<file path="src/rtl/quad_decoder.sv">
// -----------------------------------------------------------------------------
// quad_decoder
//   Quadrature decoder for an incremental encoder. Synchronises the A/B phase
//   inputs, tracks the Gray-code phase and produces up/down step events, a
//   wrapping N-bit position count and a sticky illegal-transition flag.
//
//   Build option:
//     QDEC_X1_EN  defined   : x1 resolution, one count per electrical cycle
//                             (01->00 counts up, 00->01 counts down).
//                 undefined : x4 resolution, every valid transition counts.
//
//   Ports:
//     clk      in  1  rising-edge clock
//     rst      in  1  asynchronous active-high reset
//     a, b     in  1  encoder phases, asynchronous to clk
//     clr      in  1  synchronous position clear (wins over a step)
//     err_clr  in  1  synchronous clear of err (an illegal event wins)
//     pos      out N  wrapping position count
//     dir      out 1  direction of the last valid transition (1 = up)
//     step     out 1  one-cycle pulse per counted transition
//     err      out 1  sticky illegal-transition flag
// -----------------------------------------------------------------------------
module quad_decoder #(
  parameter int N = 8
) (
  input  logic         clk,
  input  logic         rst,
  input  logic         a,
  input  logic         b,
  input  logic         clr,
  input  logic         err_clr,
  output logic [N-1:0] pos,
  output logic         dir,
  output logic         step,
  output logic         err
);

  typedef enum logic {
    FILL = 1'b0,
    RUN  = 1'b1
  } state_t;

  state_t      state, state_nx;
  logic [1:0]  fill_cnt, fill_cnt_nx;
  logic [1:0]  s1, s2, prev;
  logic        load_prev;
  logic        fwd, rev, ill;
  logic        cnt_up, cnt_dn;

  // Modulo-2^N position update; clear has priority over any step.
  function automatic logic [N-1:0] pos_next(input logic [N-1:0] p,
                                            input logic          up,
                                            input logic          dn,
                                            input logic          clear);
    logic [N-1:0] one;
    one = {{(N-1){1'b0}}, 1'b1};
    if (clear)   return '0;
    else if (up) return p + one;
    else if (dn) return p - one;
    else         return p;
  endfunction

  // Stage 1/2: two-flop synchroniser for {a,b}
  always_ff @(posedge clk or posedge rst) begin
    if (rst) begin
      s1 <= 2'b00;
      s2 <= 2'b00;
    end else begin
      s1 <= {a, b};
      s2 <= s1;
    end
  end

  // State register
  always_ff @(posedge clk or posedge rst) begin
    if (rst) begin
      state    <= FILL;
      fill_cnt <= 2'd0;
    end else begin
      state    <= state_nx;
      fill_cnt <= fill_cnt_nx;
    end
  end

  // Next-state and transition decode. FILL lets the synchroniser flush so a
  // static level present at reset release is primed into prev, not counted.
  always_comb begin
    state_nx    = state;
    fill_cnt_nx = fill_cnt;
    load_prev   = 1'b0;
    fwd         = 1'b0;
    rev         = 1'b0;
    ill         = 1'b0;
    case (state)
      FILL: begin
        if (fill_cnt == 2'd2) begin
          state_nx    = RUN;
          fill_cnt_nx = 2'd0;
          load_prev   = 1'b1;
        end else begin
          fill_cnt_nx = fill_cnt + 2'd1;
        end
      end
      RUN: begin
        load_prev = 1'b1;
        case ({prev, s2})
          4'b00_10, 4'b10_11, 4'b11_01, 4'b01_00: fwd = 1'b1;
          4'b00_01, 4'b01_11, 4'b11_10, 4'b10_00: rev = 1'b1;
          4'b00_11, 4'b11_00, 4'b01_10, 4'b10_01: ill = 1'b1;
          default: ;
        endcase
      end
      default: state_nx = FILL;
    endcase
  end

`ifdef QDEC_X1_EN
  // Only the transitions into/out of phase 00 through 01 carry a count.
  assign cnt_up = fwd && (prev == 2'b01);
  assign cnt_dn = rev && (prev == 2'b00);
`else
  assign cnt_up = fwd;
  assign cnt_dn = rev;
`endif

  // Stage 3: phase register and outputs
  always_ff @(posedge clk or posedge rst) begin
    if (rst) begin
      prev <= 2'b00;
      pos  <= '0;
      dir  <= 1'b0;
      step <= 1'b0;
      err  <= 1'b0;
    end else begin
      if (load_prev) prev <= s2;
      pos  <= pos_next(pos, cnt_up, cnt_dn, clr);
      step <= cnt_up | cnt_dn;
      if (fwd)      dir <= 1'b1;
      else if (rev) dir <= 1'b0;
      if (ill)          err <= 1'b1;
      else if (err_clr) err <= 1'b0;
    end
  end

endmodule
</file>
<file path="config.mk">
export PLATFORM = sky130hd
export DESIGN_NAME = quad_decoder
export DESIGN_NICKNAME = d
export VERILOG_FILES = /design/src/rtl/quad_decoder.sv
export SDC_FILE = /design/constraint.sdc
export NUM_CORES = 1
export LEC_CHECK = 0
export BUFFER_PORTS_ARGS = -buffer_cell sky130_fd_sc_hd__buf_2
export CORE_ASPECT_RATIO = 0.6
export CORE_MARGIN = 4
export CORE_UTILIZATION = 40
export DETAILED_ROUTE_END_ITERATION = 8
export HOLD_SLACK_MARGIN = 0.12
export PLACE_DENSITY = 0.68
export RECOVER_POWER = 100
export SYNTH_ARGS = -nofsm -noshare
export SYNTH_HDL_FRONTEND = slang
export SYNTH_SLANG_ARGS = --single-unit
</file>
<file path="constraint.sdc">
create_clock -name clk -period 2.7 [get_ports clk]
set_input_delay 0.27 -clock clk [delete_from_list [all_inputs] [get_ports clk]]
set_output_delay 0.27 -clock clk [all_outputs]
set_load 0.05 [all_outputs]
</file>
==> flow_summary.json <==
{
  "outcome": "finished clean",
  "nFillCells": 223,
  "pwr-share-seq_pct": 31.5,
  "setup_viol": 0,
  "synth.most_common_cell": "dfrtp_1",
  "synth_area_mm2": 0.001075,
  "drt_first_pass_iters": 4,
  "clock_skew_ns": 0.008421,
  "switchingPower_uw": 505.5,
  "dp.cells": 153,
  "clkSinkCount": 20,
  "dp_hpwl_mm": 1.520,
  "r2r_end": "pos[7]",
  "worstSetupPathType": "reg2reg",
  "design_area_mm2": 0.001286,
  "async_reset_ff_share_pct": 100.0,
  "drv_cap": 0,
  "synth_fa_ha_area_share_pct": 8.847,
  "drtIter0Drc": 21,
  "leakage_nw": 0.5892,
  "p_total_mw": 1.233,
  "synth_warnings": 0,
  "grt_first_pass_wirelength_mm": 3.422,
  "finalWorstSetupSlack_ns": 0.2092,
  "synth_top_family_by_area": "compound AO/OA/AOI/OAI gates",
  "routedWlPerCell_um": 12.73,
  "worst_r2r_path_depth": 9,
  "max_freq_mhz": 401.5,
  "cts_buffers": 3,
  "synth_ff_type": "dfrtp_1",
  "synth.area.top_cells": "dfrtp_1, ha_1, xor2_1",
  "yosysSeqAreaShare_pct": 46.57,
  "synthMuxAreaShare_pct": 5.122,
  "syn2layout_area_growth_pct": 19.67,
  "synth-xor-area-share_pct": 7.334,
  "num_rows": 14,
  "internal_power_uw": 727.8,
  "rr_startpoint": "s2[0]",
  "nets": 141,
  "path_max_fanout": 8,
  "clkPwrFrac_pct": 24.6,
  "ios": 17,
  "end_kind": "flip-flop",
  "final-hold-violation-count": 0,
  "power_density_mw_per_mm2": 958.9,
  "cts_tree": "done",
  "worst_pin_slew_ns": 0.7641,
  "grt_setup_unrepaired": "false",
  "synth-compound-area-share_pct": 13.85,
  "num_antenna_cells": 0,
  "finalWirelength_mm": 2.024,
  "final.min_clock_period_ns": 2.491,
  "core_area_mm2": 0.002540,
  "vias_per_cell": 4.956,
  "grt_max_degree": 21,
  "final_cell_count_no_fill": 159,
  "tns_ns": 0,
  "pre_cts_slack_ns": 0.09060,
  "synth-edff-count": 0,
  "overflow": 0,
  "first_global_vias": 759,
  "slew_headroom_pct": 49.01,
  "dieHeight_um": 48.15,
  "hold_class": "in2async",
  "hold_slack_ns": 0.1278,
  "finalMaxSlewViolations": 0,
  "drc": 0,
  "fp.dieW_um": 74.92,
  "antenna_left": 0,
  "syn_avg_cell_area_um2": 10.24,
  "postLayoutCoreUtil_pct": 50.64,
  "synthSimpleGateAreaFrac_pct": 13.74,
  "start_util_pct": 42.32,
  "placed_cell_area_mm2": 0.001201,
  "p_comb_share_pct": 43.9,
  "finalCritPeriodShare_pct": 92.25,
  "num_vias": 788,
  "yosys.area.top_type_share_pct": 46.57,
  "peakVddDrop_uv": 550.0,
  "yosys.cell_types.count": 32,
  "grtUsageTotal_pct": 13.18,
  "gp_congestion": 0.8929,
  "synth.top_cells.by_count": "dfrtp_1, nand2_1, a21oi_1, inv_1",
  "antenna_found_initial": 0,
  "cts-root-buf": "clkbuf_8",
  "insertion_delay_ns": 0.26,
  "r2r_slack_ns": 0.21,
  "htreeDepth": 1,
  "die-area_mm2": 0.003607,
  "switching_share_pct": 40.99,
  "cp.arrival_ns": 2.65,
  "required_ns": 2.86,
  "cp-start-kind": "flip-flop",
  "synth_nets": 118,
  "drive_gt1_share_pct": 16.54,
  "synth_area_leader_cell": "dfrtp_1",
  "cts.clk_slew.worst_paths_ns": 0.08,
  "syn_inst": 105,
  "ys_seq_elements": 20,
  "ctsLongestPathBuffers": 2,
  "io_buffers": 16
}
## final cells by class
class / instances / area, um2 / share of cell area (%)
Multi-Input combinational cell: 73 / 541.8 / 42.12
Sequential cell: 20 / 500.5 / 38.91
Timing Repair Buffer: 20 / 93.84 / 7.296
Clock buffer: 3 / 41.29 / 3.210
Tap cell: 32 / 40.04 / 3.113
Inverter: 10 / 38.79 / 3.016
Clock inverter: 1 / 30.03 / 2.335
## state kept, by name, summed over array words and instances, names as in the netlist
signal,flops
fill_cnt,2
s1,2
step,1
prev,2
dir,1
err,1
pos,8
state,1
s2,2
## power by group through the flow
stage	clock, mW	combinational, mW	sequential [mW]
3_5_place_dp	0	0.543	0.392
4_1_cts	0.314	0.548	0.387
6_report	0.303	0.541	0.389
2_1_floorplan	0	0.282	0.540
3_3_place_gp	0	0.534	0.392
5_1_grt	0.320	0.590	0.397
## routing by layer
metal / GRT usage, % / part of all wire (%) / vias up / wire, um
met1: 18.97 / 53 / 356 / 1068
met5: 0 / 0 / - / 0
met3: 4.321 / 4.7 / 4 / 96
met2: 18.86 / 41 / 20 / 828
met4: 4.255 / 1.5 / 0 / 31
li1: - / - / 408 / -
## cells in the final DEF (no fill, tap or decap), types with 2 or more instances in the layout
cell and instances:
nand2_1 12, dfrtp_1 20, clkbuf_8 3, xor2_1 6
nand3_1 4, buf_2 5, clkbuf_1 13, a21oi_1 9
o21ai_0 2, inv_1 9, nor2b_1 2, xnor2_1 2
mux2_2 4, nor2_1 6, dlygate4sd3_1 2, ha_1 6
## critical path: stages (launching register included)
cell	delay (ns)
dfrtp_1	0.42
xor2_1	0.19
nor2_1	0.18
nand2_2	0.16
ha_1	0.36
a21oi_1	0.18
a21oi_1	0.09
and3b_1	0.22
mux2i_1	0.24
mux2_2	0.35
## how the worst max path moves through the flow
stage / from / endpoint
floorplan: s2[0] / pos[6]
global placement: s2[1] / pos[6]
detailed placement: s2[1] / pos[6]
CTS: s2[1] / pos[6]
global route: s2[0] / pos[6]
finish: s2[0] / pos[7]
## cell families (layout without fill, tap and decap cells)
family,after synthesis,after routing
and+or+nand+nor,30,30
muxes,5,5
DFF,20,20
AOI/OAI and AO/OA,22,22
adders and majority gates,7,7
buffers and inverters,12,34
xor gates and xnor gates,9,9
## what timing repair did
item,in CTS,in global routing
gates resized for setup,0,5
setup buffers,0,0
endpoints found under the setup margin,0,2
hold endpoints to repair,2,0
hold buffers,2,0
Power figures use the tool's default switching activity.
